`config.mk`:
```
export PLATFORM = sky130hd
export DESIGN_NAME = binary_bbox_extractor_flat
export DESIGN_NICKNAME = d
export VERILOG_FILES = /design/src/rtl/img_pkg.sv /design/src/rtl/binary_bbox_extractor_if.sv /design/src/rtl/pixel_coord_counter.sv /design/src/rtl/binary_bbox_extractor.sv /design/src/flat_wrapper.sv
export SDC_FILE = /design/constraint.sdc
export NUM_CORES = 1
export LEC_CHECK = 0
export ABC_AREA = 1
export BUFFER_PORTS_ARGS = -buffer_cell sky130_fd_sc_hd__buf_4
export CORE_MARGIN = 4
export CORE_UTILIZATION = 37
export DETAILED_ROUTE_END_ITERATION = 8
export GPL_ROUTABILITY_DRIVEN = 0
export PLACE_DENSITY = 0.57
export SETUP_SLACK_MARGIN = 0.05
export SYNTH_ARGS = -nofsm -noshare
export SYNTH_HDL_FRONTEND = slang
export SYNTH_SLANG_ARGS = --single-unit
```
`constraint.sdc`:
```
create_clock -name clk -period 3.62 [get_ports clk]
set_input_delay 0.362 -clock clk [delete_from_list [all_inputs] [get_ports clk]]
set_output_delay 0.362 -clock clk [all_outputs]
set_load 0.02 [all_outputs]
```
`src/rtl/img_pkg.sv`:
```
// Shared image-geometry defaults, derived widths and FSM encoding for the
// binary-image reduction stages.
package img_pkg;

    localparam int DEF_IMG_W     = 320;
    localparam int DEF_IMG_H     = 240;
    localparam int DEF_MIN_COUNT = 16;

    localparam int DEF_XW = $clog2(DEF_IMG_W);
    localparam int DEF_YW = $clog2(DEF_IMG_H);
    localparam int DEF_CW = $clog2(DEF_IMG_W * DEF_IMG_H + 1);

    localparam logic [1:0] ST_IDLE   = 2'd0;
    localparam logic [1:0] ST_ACTIVE = 2'd1;
    localparam logic [1:0] ST_REPORT = 2'd2;

    // The threshold stage only emits 8'h00 / 8'hFF, so the MSB carries the decision.
    function automatic logic is_white(input logic [7:0] px);
        return px[7];
    endfunction

endpackage

```
`src/rtl/binary_bbox_extractor_if.sv`:
```
// Pixel-in / bounding-box-out bundle between the threshold stage and the
// bounding-box extractor.
interface binary_bbox_extractor_if
    import img_pkg::*;
#(
    parameter int IMG_W = DEF_IMG_W,
    parameter int IMG_H = DEF_IMG_H
);
    localparam int XW = $clog2(IMG_W);
    localparam int YW = $clog2(IMG_H);
    localparam int CW = $clog2(IMG_W * IMG_H + 1);

    logic [7:0]    pixel_in;
    logic          pixel_valid;
    logic          sof;
    logic          bbox_valid;
    logic          bbox_found;
    logic [XW-1:0] bbox_xmin;
    logic [XW-1:0] bbox_xmax;
    logic [YW-1:0] bbox_ymin;
    logic [YW-1:0] bbox_ymax;
    logic [CW-1:0] bbox_count;
    logic          frame_err;

    modport master (
        output pixel_in, pixel_valid, sof,
        input  bbox_valid, bbox_found, bbox_xmin, bbox_xmax,
               bbox_ymin, bbox_ymax, bbox_count, frame_err
    );

    modport slave (
        input  pixel_in, pixel_valid, sof,
        output bbox_valid, bbox_found, bbox_xmin, bbox_xmax,
               bbox_ymin, bbox_ymax, bbox_count, frame_err
    );

endinterface

```
`src/rtl/pixel_coord_counter.sv`:
```
// Raster x/y position tracker: cur_x/cur_y give the coordinate of the pixel
// presented this cycle, restart forces it to (0,0).
module pixel_coord_counter
    import img_pkg::*;
#(
    parameter int IMG_W = DEF_IMG_W,
    parameter int IMG_H = DEF_IMG_H,
    parameter int XW    = $clog2(IMG_W),
    parameter int YW    = $clog2(IMG_H)
) (
    input  logic          clk,
    input  logic          rst_n,
    input  logic          adv,
    input  logic          restart,
    output logic [XW-1:0] cur_x,
    output logic [YW-1:0] cur_y,
    output logic          last_pixel
);

    logic [XW-1:0] x_r;
    logic [YW-1:0] y_r;
    logic          eol_s;

    // Coordinate of the pixel on the bus this cycle.
    always_comb begin
        cur_x = x_r;
        cur_y = y_r;
        if (restart) begin
            cur_x = {XW{1'b0}};
            cur_y = {YW{1'b0}};
        end else begin
            cur_x = x_r;
            cur_y = y_r;
        end
        eol_s      = (cur_x == XW'(IMG_W - 1));
        last_pixel = eol_s && (cur_y == YW'(IMG_H - 1));
    end

    // Next expected position; freezes while adv is low.
    always_ff @(posedge clk) begin
        if (!rst_n) begin
            x_r <= {XW{1'b0}};
            y_r <= {YW{1'b0}};
        end else if (adv) begin
            if (last_pixel) begin
                x_r <= {XW{1'b0}};
                y_r <= {YW{1'b0}};
            end else if (eol_s) begin
                x_r <= {XW{1'b0}};
                y_r <= cur_y + YW'(1);
            end else begin
                x_r <= cur_x + XW'(1);
                y_r <= cur_y;
            end
        end else begin
            x_r <= x_r;
            y_r <= y_r;
        end
    end

endmodule

```
`src/rtl/binary_bbox_extractor.sv`:
```
// Reduces each binary frame to the bounding box of its white pixels plus a
// white-pixel count, reported as a one-cycle strobe after the last pixel.
module binary_bbox_extractor
    import img_pkg::*;
#(
    parameter int IMG_W     = DEF_IMG_W,
    parameter int IMG_H     = DEF_IMG_H,
    parameter int MIN_COUNT = DEF_MIN_COUNT
) (
    input  logic                    clk,
    input  logic                    rst_n,
    binary_bbox_extractor_if.slave  bus
);

    localparam int XW = $clog2(IMG_W);
    localparam int YW = $clog2(IMG_H);
    localparam int CW = $clog2(IMG_W * IMG_H + 1);

    logic [1:0]    state_r, state_nxt_s;
    logic          take_s, restart_s, early_s, done_s, white_s, found_s;
    logic [XW-1:0] cur_x_s;
    logic [YW-1:0] cur_y_s;
    logic          last_s;

    logic          seen_r, seen_nxt_s;
    logic [XW-1:0] xmin_r, xmax_r, xmin_nxt_s, xmax_nxt_s;
    logic [YW-1:0] ymin_r, ymax_r, ymin_nxt_s, ymax_nxt_s;
    logic [CW-1:0] cnt_r, cnt_nxt_s;
    logic          err_r;

    logic          bbox_valid_r, bbox_found_r, frame_err_r;
    logic [XW-1:0] bbox_xmin_r, bbox_xmax_r;
    logic [YW-1:0] bbox_ymin_r, bbox_ymax_r;
    logic [CW-1:0] bbox_count_r;

    // Any sof with a valid pixel starts a frame; inside ACTIVE it is an early restart.
    assign restart_s = bus.pixel_valid && bus.sof;
    assign take_s    = bus.pixel_valid && (bus.sof || (state_r == ST_ACTIVE));
    assign early_s   = restart_s && (state_r == ST_ACTIVE);
    assign done_s    = take_s && last_s;
    assign white_s   = is_white(bus.pixel_in);

    pixel_coord_counter #(
        .IMG_W (IMG_W),
        .IMG_H (IMG_H),
        .XW    (XW),
        .YW    (YW)
    ) u_coord (
        .clk        (clk),
        .rst_n      (rst_n),
        .adv        (take_s),
        .restart    (restart_s),
        .cur_x      (cur_x_s),
        .cur_y      (cur_y_s),
        .last_pixel (last_s)
    );

    // Frame state transitions.
    always_comb begin
        state_nxt_s = ST_IDLE;
        case (state_r)
            ST_IDLE, ST_REPORT: begin
                if (take_s) state_nxt_s = last_s ? ST_REPORT : ST_ACTIVE;
                else        state_nxt_s = ST_IDLE;
            end
            ST_ACTIVE: begin
                if (done_s) state_nxt_s = ST_REPORT;
                else        state_nxt_s = ST_ACTIVE;
            end
            default: state_nxt_s = ST_IDLE;
        endcase
    end

    // Accumulator update including the current pixel; a restart discards old totals.
    always_comb begin
        seen_nxt_s = restart_s ? 1'b0 : seen_r;
        xmin_nxt_s = restart_s ? {XW{1'b0}} : xmin_r;
        xmax_nxt_s = restart_s ? {XW{1'b0}} : xmax_r;
        ymin_nxt_s = restart_s ? {YW{1'b0}} : ymin_r;
        ymax_nxt_s = restart_s ? {YW{1'b0}} : ymax_r;
        cnt_nxt_s  = restart_s ? {CW{1'b0}} : cnt_r;
        if (white_s) begin
            if (!seen_nxt_s) begin
                xmin_nxt_s = cur_x_s;
                xmax_nxt_s = cur_x_s;
                ymin_nxt_s = cur_y_s;
                ymax_nxt_s = cur_y_s;
            end else begin
                if (cur_x_s < xmin_nxt_s) xmin_nxt_s = cur_x_s;
                else                      xmin_nxt_s = xmin_nxt_s;
                if (cur_x_s > xmax_nxt_s) xmax_nxt_s = cur_x_s;
                else                      xmax_nxt_s = xmax_nxt_s;
                if (cur_y_s < ymin_nxt_s) ymin_nxt_s = cur_y_s;
                else                      ymin_nxt_s = ymin_nxt_s;
                if (cur_y_s > ymax_nxt_s) ymax_nxt_s = cur_y_s;
                else                      ymax_nxt_s = ymax_nxt_s;
            end
            seen_nxt_s = 1'b1;
            cnt_nxt_s  = cnt_nxt_s + CW'(1);
        end else begin
            seen_nxt_s = seen_nxt_s;
        end
        found_s = (cnt_nxt_s >= CW'(MIN_COUNT));
    end

    // State, accumulators and the truncated-frame flag.
    always_ff @(posedge clk) begin
        if (!rst_n) begin
            state_r <= ST_IDLE;
            seen_r  <= 1'b0;
            xmin_r  <= {XW{1'b0}};
            xmax_r  <= {XW{1'b0}};
            ymin_r  <= {YW{1'b0}};
            ymax_r  <= {YW{1'b0}};
            cnt_r   <= {CW{1'b0}};
            err_r   <= 1'b0;
        end else begin
            state_r <= state_nxt_s;
            if (take_s) begin
                seen_r <= seen_nxt_s;
                xmin_r <= xmin_nxt_s;
                xmax_r <= xmax_nxt_s;
                ymin_r <= ymin_nxt_s;
                ymax_r <= ymax_nxt_s;
                cnt_r  <= cnt_nxt_s;
            end
            if (done_s)       err_r <= 1'b0;
            else if (early_s) err_r <= 1'b1;
            else              err_r <= err_r;
        end
    end

    // Result registers: loaded on the last pixel, held until the next frame ends.
    always_ff @(posedge clk) begin
        if (!rst_n) begin
            bbox_valid_r <= 1'b0;
            bbox_found_r <= 1'b0;
            bbox_xmin_r  <= {XW{1'b0}};
            bbox_xmax_r  <= {XW{1'b0}};
            bbox_ymin_r  <= {YW{1'b0}};
            bbox_ymax_r  <= {YW{1'b0}};
            bbox_count_r <= {CW{1'b0}};
            frame_err_r  <= 1'b0;
        end else begin
            bbox_valid_r <= done_s;
            if (done_s) begin
                bbox_found_r <= found_s;
                bbox_xmin_r  <= found_s ? xmin_nxt_s : {XW{1'b0}};
                bbox_xmax_r  <= found_s ? xmax_nxt_s : {XW{1'b0}};
                bbox_ymin_r  <= found_s ? ymin_nxt_s : {YW{1'b0}};
                bbox_ymax_r  <= found_s ? ymax_nxt_s : {YW{1'b0}};
                bbox_count_r <= cnt_nxt_s;
                frame_err_r  <= err_r;
            end
        end
    end

    assign bus.bbox_valid = bbox_valid_r;
    assign bus.bbox_found = bbox_found_r;
    assign bus.bbox_xmin  = bbox_xmin_r;
    assign bus.bbox_xmax  = bbox_xmax_r;
    assign bus.bbox_ymin  = bbox_ymin_r;
    assign bus.bbox_ymax  = bbox_ymax_r;
    assign bus.bbox_count = bbox_count_r;
    assign bus.frame_err  = frame_err_r;

endmodule
```
`src/flat_wrapper.sv`:
```
// flat-port wrapper written by rule: the top's interface ports become plain ports
module binary_bbox_extractor_flat import img_pkg::*;
#(
    parameter int IMG_W     = DEF_IMG_W,
    parameter int IMG_H     = DEF_IMG_H,
    parameter int MIN_COUNT = DEF_MIN_COUNT
)
  (clk, rst_n, bus_pixel_in, bus_pixel_valid, bus_sof, bus_bbox_valid, bus_bbox_found, bus_bbox_xmin, bus_bbox_xmax, bus_bbox_ymin, bus_bbox_ymax, bus_bbox_count, bus_frame_err);
  binary_bbox_extractor_if #(.IMG_W(IMG_W), .IMG_H(IMG_H)) bus_i ();
  input  logic clk;
  input  logic rst_n;
  input wire logic [$bits(bus_i.pixel_in)-1:0] bus_pixel_in;
  input wire logic [$bits(bus_i.pixel_valid)-1:0] bus_pixel_valid;
  input wire logic [$bits(bus_i.sof)-1:0] bus_sof;
  output wire logic [$bits(bus_i.bbox_valid)-1:0] bus_bbox_valid;
  output wire logic [$bits(bus_i.bbox_found)-1:0] bus_bbox_found;
  output wire logic [$bits(bus_i.bbox_xmin)-1:0] bus_bbox_xmin;
  output wire logic [$bits(bus_i.bbox_xmax)-1:0] bus_bbox_xmax;
  output wire logic [$bits(bus_i.bbox_ymin)-1:0] bus_bbox_ymin;
  output wire logic [$bits(bus_i.bbox_ymax)-1:0] bus_bbox_ymax;
  output wire logic [$bits(bus_i.bbox_count)-1:0] bus_bbox_count;
  output wire logic [$bits(bus_i.frame_err)-1:0] bus_frame_err;
  assign bus_i.pixel_in = bus_pixel_in;
  assign bus_i.pixel_valid = bus_pixel_valid;
  assign bus_i.sof = bus_sof;
  assign bus_bbox_valid = bus_i.bbox_valid;
  assign bus_bbox_found = bus_i.bbox_found;
  assign bus_bbox_xmin = bus_i.bbox_xmin;
  assign bus_bbox_xmax = bus_i.bbox_xmax;
  assign bus_bbox_ymin = bus_i.bbox_ymin;
  assign bus_bbox_ymax = bus_i.bbox_ymax;
  assign bus_bbox_count = bus_i.bbox_count;
  assign bus_frame_err = bus_i.frame_err;
  binary_bbox_extractor #(.IMG_W(IMG_W), .IMG_H(IMG_H), .MIN_COUNT(MIN_COUNT)) u_core (.clk(clk), .rst_n(rst_n), .bus(bus_i));
endmodule
```
After elaboration in Yosys (flattened, before gate mapping)
Cells that the tools add are included.
- bits in registers: 126
- input bits: 12
- logic and storage cells: 74
- $add $sub $neg: 3
- $lt $le $gt $ge: 5
- equality and inequality tests: 4
- mux-type cells: 34
- bitwise logic cells: 1
- reduce and logical (&&, ||, !) cells: 9
- operators with widths (operator ; count):
    9-bit 2-to-1 mux ; 13
    8-bit 2-to-1 mux ; 13
    17-bit 2-to-1 mux ; 2
    17-bit by 1-bit adder with 17-bit output, second input constant ; 1
    17-bit by 5-bit >= comparator with 1-bit output, second input constant ; 1
    9-bit by 1-bit adder with 9-bit output, second input constant ; 1
    9-bit equality test, second input constant ; 1
    9-bit greater-than comparator ; 1
    9-bit < comparator ; 1
    8-bit by 1-bit adder with 8-bit output, second input constant ; 1
    8-bit equality test, second input constant ; 1
    8-bit greater-than comparator ; 1
    8-bit < comparator ; 1
    2-bit 2-to-1 mux ; 3
    1-bit logical AND ; 5
    2-bit case mux with 2 select lines ; 1
    2-bit OR reduction ; 2
    2-bit by 1-bit equality test with 1-bit output, second input constant ; 1
    2-bit equality test, second input constant ; 1
    2-bit logical NOT ; 1
    1-bit 2-to-1 mux ; 2
    1-bit logical OR ; 1
    1-bit NOT ; 1

Logic depth before layout (Yosys ltp)
Gate-level depths: netlist of the first run.
- word-level depth: 7
- mapped depth: 20
- gate-level depth less buffers: 18

Modules after synthesis
A second synthesis of the first run with hierarchy kept.
- cell total of the unflattened synthesis: 1018
- area, all modules: 7204.4 µm²
- by module, submodules not included (module ; times used ; cells each ; area each (µm²) ; seq. area each (µm²)):
    binary_bbox_extractor ; 1 ; 832 ; 5881.9 ; 2182.1
    pixel_coord_counter ; 1 ; 186 ; 1322.5 ; 340.3

Worst setup path after synthesis of the first run
OpenSTA, ideal clock, no wires.
- kind: input -> register
- start: input port bus_pixel_valid
- end: register u_core.bbox_xmax_r[8] (netlist: u_core.bus.bbox_xmax[8])
- library setup time: 58 ps
- data arrival time: 2668 ps
- setup slack: 894 ps
- cell stages on the path: 17
- buffers on the path: 4
- cell sequence: nand2_4 inv_2 buf_6 clkbuf_1 buf_1 nor2_1 inv_1 ha_1 a21o_1 a21boi_0 nand3_1 clkbuf_1 a21oi_1 o21ai_0 a21oi_1 nand3_1 nand2_1
- longest elaborated chain between the ends: 7
- elaborated cells between the ends (all ways): 19
- those cells by class: add/sub (1); order compare (2); eq/ne (2); mux (10); reduce/logical (4)
- RTL lines (item ; line ; RTL):
    from (decl) ; flat_wrapper.sv:13 ; input wire logic [$bits(bus_i.pixel_valid)-1:0] bus_pixel_valid;
    branches (longest 7 deep; another with 17-bit by 1-bit adder with 17-bit output) ; n/a ;
    to (signal assigned) ; binary_bbox_extractor.sv:139 ; bbox_xmax_r <= {XW{1'b0}};
    to (signal assigned) ; binary_bbox_extractor.sv:149 ; bbox_xmax_r <= found_s ? xmax_nxt_s : {XW{1'b0}};
    to (decl) ; binary_bbox_extractor.sv:32 ; logic [XW-1:0] bbox_xmin_r, bbox_xmax_r;
Several ways; the timed one is not identified.
A chain may end at the register's enable or synchronous reset.

Worst setup path in the final report of the first run
- start: register u_core.u_coord.x_r[1]
- end: register u_core.bbox_xmin_r[0] (netlist: u_core.bus.bbox_xmin[0])
- longest elaborated chain between the ends: 6
- elaborated cells between the ends (all ways): 9
- those cells by class: order compare (1); eq/ne (1); mux (5); reduce/logical (2)
- RTL lines (item ; line ; RTL):
    from (decl) ; pixel_coord_counter.sv:20 ; logic [XW-1:0] x_r;
    from (signal assigned) ; pixel_coord_counter.sv:42 ; x_r <= {XW{1'b0}};
    from (signal assigned) ; pixel_coord_counter.sv:46 ; x_r <= {XW{1'b0}};
    from (signal assigned) ; pixel_coord_counter.sv:49 ; x_r <= {XW{1'b0}};
    9-bit 2-to-1 mux * ; pixel_coord_counter.sv:28 ; if (restart) begin
    9-bit < comparator ; binary_bbox_extractor.sv:89 ; if (cur_x_s < xmin_nxt_s) xmin_nxt_s = cur_x_s;
    9-bit 2-to-1 mux ; binary_bbox_extractor.sv:89 ;
    9-bit 2-to-1 mux ; binary_bbox_extractor.sv:83 ; if (!seen_nxt_s) begin
    9-bit 2-to-1 mux ; binary_bbox_extractor.sv:82 ; if (white_s) begin
    9-bit 2-to-1 mux ; binary_bbox_extractor.sv:148 ; bbox_xmin_r <= found_s ? xmin_nxt_s : {XW{1'b0}};
    to (signal assigned) ; binary_bbox_extractor.sv:138 ; bbox_xmin_r <= {XW{1'b0}};
    to (signal assigned) ; binary_bbox_extractor.sv:148 ;
    to (decl) ; binary_bbox_extractor.sv:32 ;
Mark *: on every way between the ends. The rest lies on a longest branch, timed or not.

==> flow_summary.yaml, run 1 <==
synth:
  synth_area_leaders: "dfxtp_1 34%, nand2_1 15%, nor2_1 8.6%, nand3_1 7.6%, inv_1 7.5%"
  synth.distinct_cells: 36
  yosysTopAreaCell: "dfxtp_1"
  yosysMostFrequentCell: "nand2_1"
  synth_flop_cell: "dfxtp_1"
  postSynthAreaPerCell_sq_um: 6.300
  yosysWarnings: 0
  synth_nets: 1223
  synth_top_area_share_pct: 34.02
  synth_edf_count: 0
  ys_async_sr_fraction_pct: 0
  seq_area_frac_synth_pct: 34.02
  syn_area_sq_um: 7415
  yosys-top-cells-count: "304 x nand2_1, 169 x nor2_1, 148 x inv_1, 126 x dfxtp_1, 113 x nand3_1"
  ys_ff_latch: 126
  syn_inst: 1177
power_and_ir_drop:
  p_leak_nw: 4.177
  clkPwrFrac_pct: 45.3
  vdd_drop_max_mv: 0.3086
  combinationalPowerShare_pct: 15.4
  seqPwrFrac_pct: 39.3
  swShare_pct: 31.01
  p_per_area_nw_per_um2: 427.7
  p_int_w: 0.002571
  power.switching_w: 0.001156
worst_setup_path:
  startpoint: "u_core.u_coord.x_r[1]$_SDFFE_PN0P_"
  rr_startpoint: "u_core.u_coord.x_r[1]$_SDFFE_PN0P_"
  r2r_cells: 16
  arrival_ns: 3.10
  critPathRequiredTime_ns: 3.99
  cp_max_fo: 39
  worstSetupEndpoint: "u_core.bus.bbox_xmin[0]$_SDFFE_PN0P_"
  cp-end-kind: "flop"
  r2r_setup_slack_ns: 0.89
  crit_type: "reg -> reg"
  start_kind: "flop"
  timing.rr.end: "u_core.bus.bbox_xmin[0]$_SDFFE_PN0P_"
clock_tree:
  cts.repair.resized: 0
  htreeDepth: 4
  cts_buffers: 17
  clock_latency_ns: 0.43
  cts_tree: "yes"
  cts-hold-fix-buffers: 0
  path_clk_slew_ns: 0.06
  clk_path_buf_depth: 2
  clockRootBuffer: "clkbuf_16"
  post-cts-setup-buffers: 0
  cts_sinks: 126
job:
  drv_cap: 0
sta:
  skew_ns: 0.01430
  hold_violations: 0
  period_needed_ns: 2.732
  drv_slew: 0
  slew_headroom_pct: 41.45
  tns_ns: 0
  fmax_mhz: 366.0
  worst_slew_pin_slew_ns: 0.8773
  hold_ws_ns: 0.4487
  rsz0062_at_grt: "no"
  setup_viol: 0
  period_share_pct: 75.48
status:
  outcome: "completed"
global_routing:
  track_usage_pct: 19.30
  overflow: 0
  grt_antenna_before_repair: 0
  grt_start_max_net_pins: 65
  grt_pass1_vias: 6846
  grt_pass1_wl_mm: 34.89
route:
  avgViaCountPerCell: 4.883
  ant_nets: 0
  routed_wl_mm: 21.07
  vias: 7339
  drc: 0
  detail_route.wl_per_cell_microns: 14.02
  drt-initial-drc-count: 504
  drtPass1Iterations: 5
cells_and_area:
  nNetsFinal: 1271
  drive_above_1_share_pct: 11.07
  n_antenna_cell: 0
  syn_to_final_growth_pct: 17.52
floorplanning:
  coreArea_sq_um: 19590
  core.rowCount: 51
  die_y_microns: 149.6
  start_util_pct: 37.85
  die-width_microns: 149.6
  ios: 66
  fp.dieArea_sq_um: 22370
placement:
  hpwl_mm: 14.77
  port_buffers: 58
worst_hold_path:
  min_path_type: "in -> reg"
how the worst min path moves through the flow:
stage               cells past startpoint                            startpoint                                    to  slack (ns)
finish                                  2                                 rst_n          u_core.cnt_r[2]$_SDFFE_PN0P_        0.45
CTS                                     2                                 rst_n          u_core.cnt_r[2]$_SDFFE_PN0P_        0.45
global route                            2    u_core.bus.bbox_found$_SDFFE_PN0P_    u_core.bus.bbox_found$_SDFFE_PN0P_        0.46
floorplan                               1          u_core.state_r[1]$_SDFF_PN0_          u_core.state_r[0]$_SDFF_PN0_        0.42
detailed placement                      1          u_core.state_r[1]$_SDFF_PN0_          u_core.state_r[0]$_SDFF_PN0_        0.44
global placement                        2  u_core.bus.bbox_ymax[5]$_SDFFE_PN0P_  u_core.bus.bbox_ymax[5]$_SDFFE_PN0P_        0.44
cell families (layout without fill, tap and decap cells):
group / count (synthesis) / in the layout / share of synthesized area (%)
simple gates: 623 / 623 / 35.22
flops: 126 / 126 / 34.02
fa+ha+maj: 34 / 34 / 5.737
buf+inv: 206 / 267 / 11.10
compound gates: 183 / 183 / 13.33
xor+xnor: 5 / 5 / 0.5906
cell usage in the layout, fill, tap and decap left out, types with 2 or more instances in the layout:
cell type / instances
a21oi_1: 73
buf_12: 2
buf_4: 78
clkbuf_16: 17
clkinv_4: 4
clkinvlp_4: 4
dfxtp_1: 126
ha_1: 34
inv_1: 148
inv_2: 6
inv_6: 4
inv_8: 2
nand2_1: 303
nand2_2: 4
nand2_4: 2
nand3_1: 113
nand3_2: 2
nand3b_1: 5
nand4_1: 11
nor2_1: 168
nor2_2: 7
nor2_4: 3
nor3_1: 3
o211ai_1: 10
o21a_1: 5
o21ai_0: 71
o21ai_1: 10
o21bai_1: 6
o22ai_1: 2
xor2_1: 5
worst max-delay path, stage by stage (launching register included):
cell,delay [ns]
dfxtp_1,0.37
inv_1,0.09
nor2_1,0.28
ha_1,0.23
inv_1,0.06
nor3_2,0.19
nand2_2,0.11
nor2_4,0.13
nand3_2,0.10
nor2_1,0.10
nand2_1,0.07
nor2_2,0.17
nand2_2,0.21
inv_2,0.14
buf_12,0.20
nand3_1,0.11
nand2_1,0.08
layout make-up:
cell class / count / area [sq um]
inverter: 155 / 581.8
clock inverter: 15 / 152.6
sequential: 126 / 2522
clock buffer: 17 / 425.4
fill: 2114 / 10880
tap: 265 / 331.6
multi-input combinational: 845 / 4074
timing repair buffer: 80 / 625.6
power groups by stage:
| stage | Clock [W] | Sequential [W] | Combinational, W |
|---|---|---|---|
| after global placement | 0 | 0.00149 | 0.000569 |
| final | 0.00169 | 0.00146 | 0.000574 |
| after detailed placement | 0 | 0.00149 | 0.000573 |
| after CTS | 0.00172 | 0.00146 | 0.000575 |
| after global routing | 0.00178 | 0.00147 | 0.000657 |
| after floorplan | 0 | 0.00148 | 0.000413 |
sequential cells by signal, summed over array words and instances, names as in the netlist, 9 cells and up:
signal / flops
u_core.bus.bbox_count: 17
u_core.u_coord.x_r: 9
u_core.bus.bbox_xmax: 9
u_core.cnt_r: 17
u_core.xmin_r: 9
u_core.bus.bbox_xmin: 9
u_core.xmax_r: 9
routing by layer:
metal	track usage, %	share of wire, %
met5	0	0
met4	5.172	0.98
met3	3.028	4.3
met2	32.74	47
met1	25.59	47
per-stage QoR:
step | total power (W) | utilization (%) | worst slack, ns | instances | area, sq um
2_1_floorplan | 0.001897 | - | 0.8942 | 1177 | 7415
3_3_place_gp | 0.002063 | 41.53 | 0.4984 | 1471 | 8135
4_1_cts | 0.003764 | 44.48 | 0.8736 | 1503 | 8713
6_report | 0.003726 | 44.48 | 0.8877 | 1503 | 8713
5_1_grt | 0.003904 | 44.48 | 0.5081 | 1503 | 8713
3_5_place_dp | 0.002067 | 41.53 | 0.4612 | 1471 | 8135
No activity file was read; power rests on OpenSTA's default activity.
==> run 2: changes to the inputs <==
- ABC_AREA: 1 -> 0
- clock period: 3.62 -> 2.86 ns (I/O delays scaled with it)
==> flow_summary.yaml, run 2 <==
worst_setup_path:
  arrival_ns: 2.81
  r2r_cells: 8
  startpoint: "u_core.u_coord.x_r[6]$_SDFFE_PN0P_"
  cp-end-kind: "flop"
  rr_startpoint: "u_core.u_coord.x_r[6]$_SDFFE_PN0P_"
  r2r_setup_slack_ns: 0.34
  crit_type: "reg -> reg"
  cp_max_fo: 24
  timing.rr.end: "u_core.bus.bbox_ymin[5]$_SDFFE_PN0P_"
  critPathRequiredTime_ns: 3.15
  start_kind: "flop"
  worstSetupEndpoint: "u_core.bus.bbox_ymin[5]$_SDFFE_PN0P_"
global_routing:
  grt_pass1_wl_mm: 28.24
  overflow: 0
  track_usage_pct: 17.72
  grt_start_max_net_pins: 57
  grt_antenna_before_repair: 0
  grt_pass1_vias: 5468
sta:
  hold_violations: 0
  skew_ns: 0.01106
  setup_viol: 0
  drv_slew: 0
  rsz0062_at_grt: "no"
  period_needed_ns: 2.524
  hold_ws_ns: 0.3708
  tns_ns: 0
  period_share_pct: 88.24
  slew_headroom_pct: 60.91
  fmax_mhz: 396.3
  worst_slew_pin_slew_ns: 0.5851
synth:
  yosysTopAreaCell: "dfxtp_1"
  yosysMostFrequentCell: "nand2_1"
  synth_nets: 866
  synth_edf_count: 0
  postSynthAreaPerCell_sq_um: 7.957
  yosys-top-cells-count: "163 x nand2_1, 126 x dfxtp_1, 52 x nor2_1, 47 x o21ai_0"
  syn_area_sq_um: 6525
  syn_inst: 820
  synth_top_area_share_pct: 38.66
  synth_area_leaders: "dfxtp_1 39%, nand2_1 9.4%, mux2i_1 6.7%, ha_1 6.5%, o21ai_0 3.6%"
  synth.distinct_cells: 50
  yosysWarnings: 0
  synth_flop_cell: "dfxtp_1"
  ys_async_sr_fraction_pct: 0
  ys_ff_latch: 126
  seq_area_frac_synth_pct: 38.66
clock_tree:
  cts_sinks: 126
  cts_buffers: 17
  post-cts-setup-buffers: 0
  htreeDepth: 4
  clk_path_buf_depth: 2
  cts.repair.resized: 0
  clockRootBuffer: "clkbuf_16"
  path_clk_slew_ns: 0.06
  cts-hold-fix-buffers: 0
  clock_latency_ns: 0.42
  cts_tree: "yes"
floorplanning:
  start_util_pct: 37.72
  die_y_microns: 140.8
  die-width_microns: 140.8
  fp.dieArea_sq_um: 19820
  core.rowCount: 48
  coreArea_sq_um: 17300
  ios: 66
cells_and_area:
  final_cell_mix: "161 x nand2_1, 126 x dfxtp_1, 103 x buf_4"
  stdcell_count: 1123
  drive_above_1_share_pct: 16.82
  seqCellArea_sq_um: 2522
  final_common_cell: "nand2_1"
  fill_cells: 1742
  n_antenna_cell: 0
  nNetsFinal: 931
  syn_to_final_growth_pct: 23.32
  multi_input_area_sq_um: 3780
  fin_area_sq_um: 8046
power_and_ir_drop:
  vdd_drop_max_mv: 0.4016
  power_w: 0.004308
  p_per_area_nw_per_um2: 535.4
  p_leak_nw: 3.203
route:
  detail_route.wl_per_cell_microns: 15.19
  drt-initial-drc-count: 312
  drtPass1Iterations: 5
  avgViaCountPerCell: 5.094
  vias: 5721
  routed_wl_mm: 17.05
  ant_nets: 0
  drc: 0
placement:
  hpwl_mm: 12.07
  dpl_cell_area_sq_um: 7422
  port_buffers: 58
  dpl.cell_count: 1091
job:
  drv_cap: 0
status:
  outcome: "completed"
worst_hold_path:
  min_path_type: "in -> reg"
run 2: per-layer routing:
layer	wire (microns)	global-route usage, %	up-vias
li1	-	-	2946
met1	8259	23.69	2652
met2	7783	28.48	109
met3	847	4.478	14
met4	161	4.946	0
met5	0	0	-
run 2: cell type report:
class | instances | area share, %
Clock inverter | 11 | 2.037
Tap cell | 225 | 3.499
Clock buffer | 21 | 5.722
Sequential cell | 126 | 31.35
Inverter | 12 | 0.5598
Multi-Input combinational cell | 624 | 46.98
Timing Repair Buffer | 104 | 9.858
run 2: logic make-up after synthesis:
group | after synthesis | synth area share, %
DFF | 126 | 38.66
and+or+nand+nor | 355 | 25.47
buffers and inverters | 70 | 4.276
xor gates and xnor gates | 25 | 3.356
AOI/OAI and AO/OA | 166 | 14.98
adders and majority gates | 34 | 6.520
muxes | 44 | 6.750
run 2: through the flow:
step,setup slack (ns),util (%)
2_1_floorplan,0.02492,-
3_3_place_gp,0.05418,42.91
3_5_place_dp,0.01227,42.91
4_1_cts,0.3250,46.52
5_1_grt,0.09551,46.52
6_report,0.3363,46.52
run 2: worst min path at each step:
stage / slack [ns] / cells past startpoint / end / start
5_1_grt: 0.39 / 2 / u_core.u_coord.y_r[5]$_SDFFE_PN0P_ / rst_n
3_3_place_gp: 0.43 / 2 / u_core.bus.bbox_found$_SDFFE_PN0P_ / u_core.bus.bbox_found$_SDFFE_PN0P_
6_report: 0.37 / 2 / u_core.bus.bbox_count[7]$_SDFFE_PN0P_ / rst_n
3_5_place_dp: 0.44 / 2 / u_core.bus.bbox_xmin[7]$_SDFFE_PN0P_ / u_core.bus.bbox_xmin[7]$_SDFFE_PN0P_
4_1_cts: 0.35 / 2 / u_core.u_coord.y_r[5]$_SDFFE_PN0P_ / rst_n
2_1_floorplan: 0.44 / 2 / u_core.xmin_r[0]$_SDFFE_PN0P_ / u_core.xmin_r[0]$_SDFFE_PN0P_
run 2: worst max-delay path, stage by stage (launching register included):
cell and delay, ns:
dfxtp_1 0.41, or3b_1 0.45, or2_1 0.29, nor4_4 0.31, nand2_2 0.27, and2_1 0.26
buf_4 0.21, nand2_1 0.09, o21ai_0 0.08
run 2: power by group:
group	internal, W	total [W]	switching [W]
Clock	0.00150	0.00230	0.000801
Sequential	0.00176	0.00177	0.00000535
Combinational	0.0000833	0.000241	0.000158
Total	0.00334	0.00431	0.000964
==> run 3: changes to the inputs <==
==> constraint.sdc (replaced) <==
create_clock -name clk -period 2.86 [get_ports clk]
set_input_delay 0 -clock clk [delete_from_list [all_inputs] [get_ports clk]]
set_output_delay 0 -clock clk [all_outputs]
set_load 0.02 [all_outputs]
==> flow_summary.yaml, run 3 (synthesis results as in run 2) <==
sta:
  worst_slew_pin_slew_ns: 0.7388
  period_needed_ns: 2.584
  rsz0062_at_grt: "no"
  hold_ws_ns: 0.09824
  skew_ns: 0.01571
  setup_slack_ns: 0.2763
  period_share_pct: 90.34
  fmax_mhz: 387.0
  hold_violations: 0
  drv_slew: 0
  setup_viol: 0
  tns_ns: 0
  slew_headroom_pct: 50.63
placement:
  hpwl_mm: 11.96
  dpl.cell_count: 1087
  port_buffers: 58
  dp_slack_ns: 0.1934
cells_and_area:
  drive_above_1_share_pct: 16.07
  n_antenna_cell: 0
  final_cell_mix: "162 x nand2_1, 126 x dfxtp_1, 100 x buf_4"
  finish.utilization_pct: 46.15
  fill_cells: 1745
  syn_to_final_growth_pct: 22.34
  stdcell_count: 1121
  final_common_cell: "nand2_1"
  nNetsFinal: 929
global_routing:
  grt_start_max_net_pins: 36
  grt_antenna_before_repair: 0
  grt_pass1_vias: 5450
  overflow: 0
  grt_pass1_wl_mm: 27.97
  track_usage_pct: 17.44
worst_setup_path:
  crit_type: "reg -> reg"
  cp-end-kind: "flop"
  critPathRequiredTime_ns: 3.13
  crit_chain: "a21bo_2 > inv_1 > ha_1 > o311ai_0 > a21oi_1 > o22ai_2 > nand2_1 > nand2_1 > a21oi_1"
  critPathTopFamily: "compound AO/OA/AOI/OAI gates"
  start_kind: "flop"
  rr_startpoint: "u_core.u_coord.x_r[2]$_SDFFE_PN0P_"
  cp_max_fo: 9
  arrival_ns: 2.85
  cp_num_buf_inv: 1
  crit_slowest_cell: "dfxtp_1"
  max_stage_delay_ns: 0.43
  startpoint: "u_core.u_coord.x_r[2]$_SDFFE_PN0P_"
clock_tree:
  cts-hold-fix-buffers: 2
  clockRootBuffer: "clkbuf_16"
  cts.repair.resized: 0
  cts_tree: "yes"
  htreeDepth: 4
  post-cts-setup-buffers: 0
  cts_sinks: 126
  clk_path_buf_depth: 2
  clock_latency_ns: 0.42
  path_clk_slew_ns: 0.06
  cts_buffers: 17
floorplanning:
  coreArea_sq_um: 17300
  die-width_microns: 140.8
  ios: 66
  start_util_pct: 37.72
  core.rowCount: 48
  fp.dieArea_sq_um: 19820
  die_y_microns: 140.8
route:
  detail_route.wl_per_cell_microns: 15.01
  drt-initial-drc-count: 309
  drc: 0
  vias: 5659
  avgViaCountPerCell: 5.048
  ant_nets: 0
  routed_wl_mm: 16.83
  drtPass1Iterations: 5
power_and_ir_drop:
  p_per_area_nw_per_um2: 529.8
  vdd_drop_max_mv: 0.4163
  p_leak_nw: 3.170
status:
  outcome: "completed"
job:
  drv_cap: 0
worst_hold_path:
  min_path_type: "in -> reg"
  hold_start: "bus_pixel_valid"
## run 3: through the flow
step	instance area (sq um)	total power [W]
finish	7983	0.004229
global route	7983	0.004387
CTS	7983	0.004272
detailed placement	7348	0.002041
global placement	7348	0.002040
floorplan	6564	0.001962
## run 3: metal layers
layer	wire length, microns	global-route usage (%)	up-vias
met5	0	0	-
met3	652	3.867	23
met4	355	6.731	0
met2	7478	27.32	106
li1	-	-	2937
met1	8345	23.45	2593
## run 3: final timing paths
kind | endpoint | slack (ns) | cells past startpoint
max | u_core.xmin_r[2]$_SDFFE_PN0P_ | 0.28 | 9
min | u_core.cnt_r[6]$_SDFFE_PN0P_ | 0.1 | 5
max reg2reg | u_core.xmin_r[2]$_SDFFE_PN0P_ | 0.28 | 9
min reg2reg | u_core.bus.bbox_xmin[5]$_SDFFE_PN0P_ | 0.45 | 2
## run 3: power breakdown
part	leakage (nW)	internal (W)	total, W	switching, W
sequential	1.02	0.00176	0.00177	0.00000822
combinational	1.86	0.0000810	0.000236	0.000155
clock	0.299	0.00142	0.00222	0.000799
total	3.17	0.00327	0.00423	0.000962
## run 3: final cells by class
| type | count | area [sq um] | area share (%) |
|---|---|---|---|
| Sequential cell | 126 | 2522 | 31.60 |
| Tap cell | 225 | 281.5 | 3.527 |
| Multi-Input combinational cell | 624 | 3749 | 46.96 |
| Clock buffer | 24 | 511.7 | 6.411 |
| Timing Repair Buffer | 102 | 770.7 | 9.655 |
| Inverter | 12 | 45.04 | 0.5643 |
| Clock inverter | 8 | 102.6 | 1.285 |
## run 3: worst register-to-register path: cells and delay by family (launching register included)
| kind | cells | cell delay [ns] |
|---|---|---|
| AO/OA/AOI/OAI | 5 | 1.07 |
| adder cells (fa/ha/maj) | 1 | 0.28 |
| buffers and inverters | 1 | 0.17 |
| flip-flops | 1 | 0.43 |
| AND/OR/NAND/NOR | 2 | 0.50 |
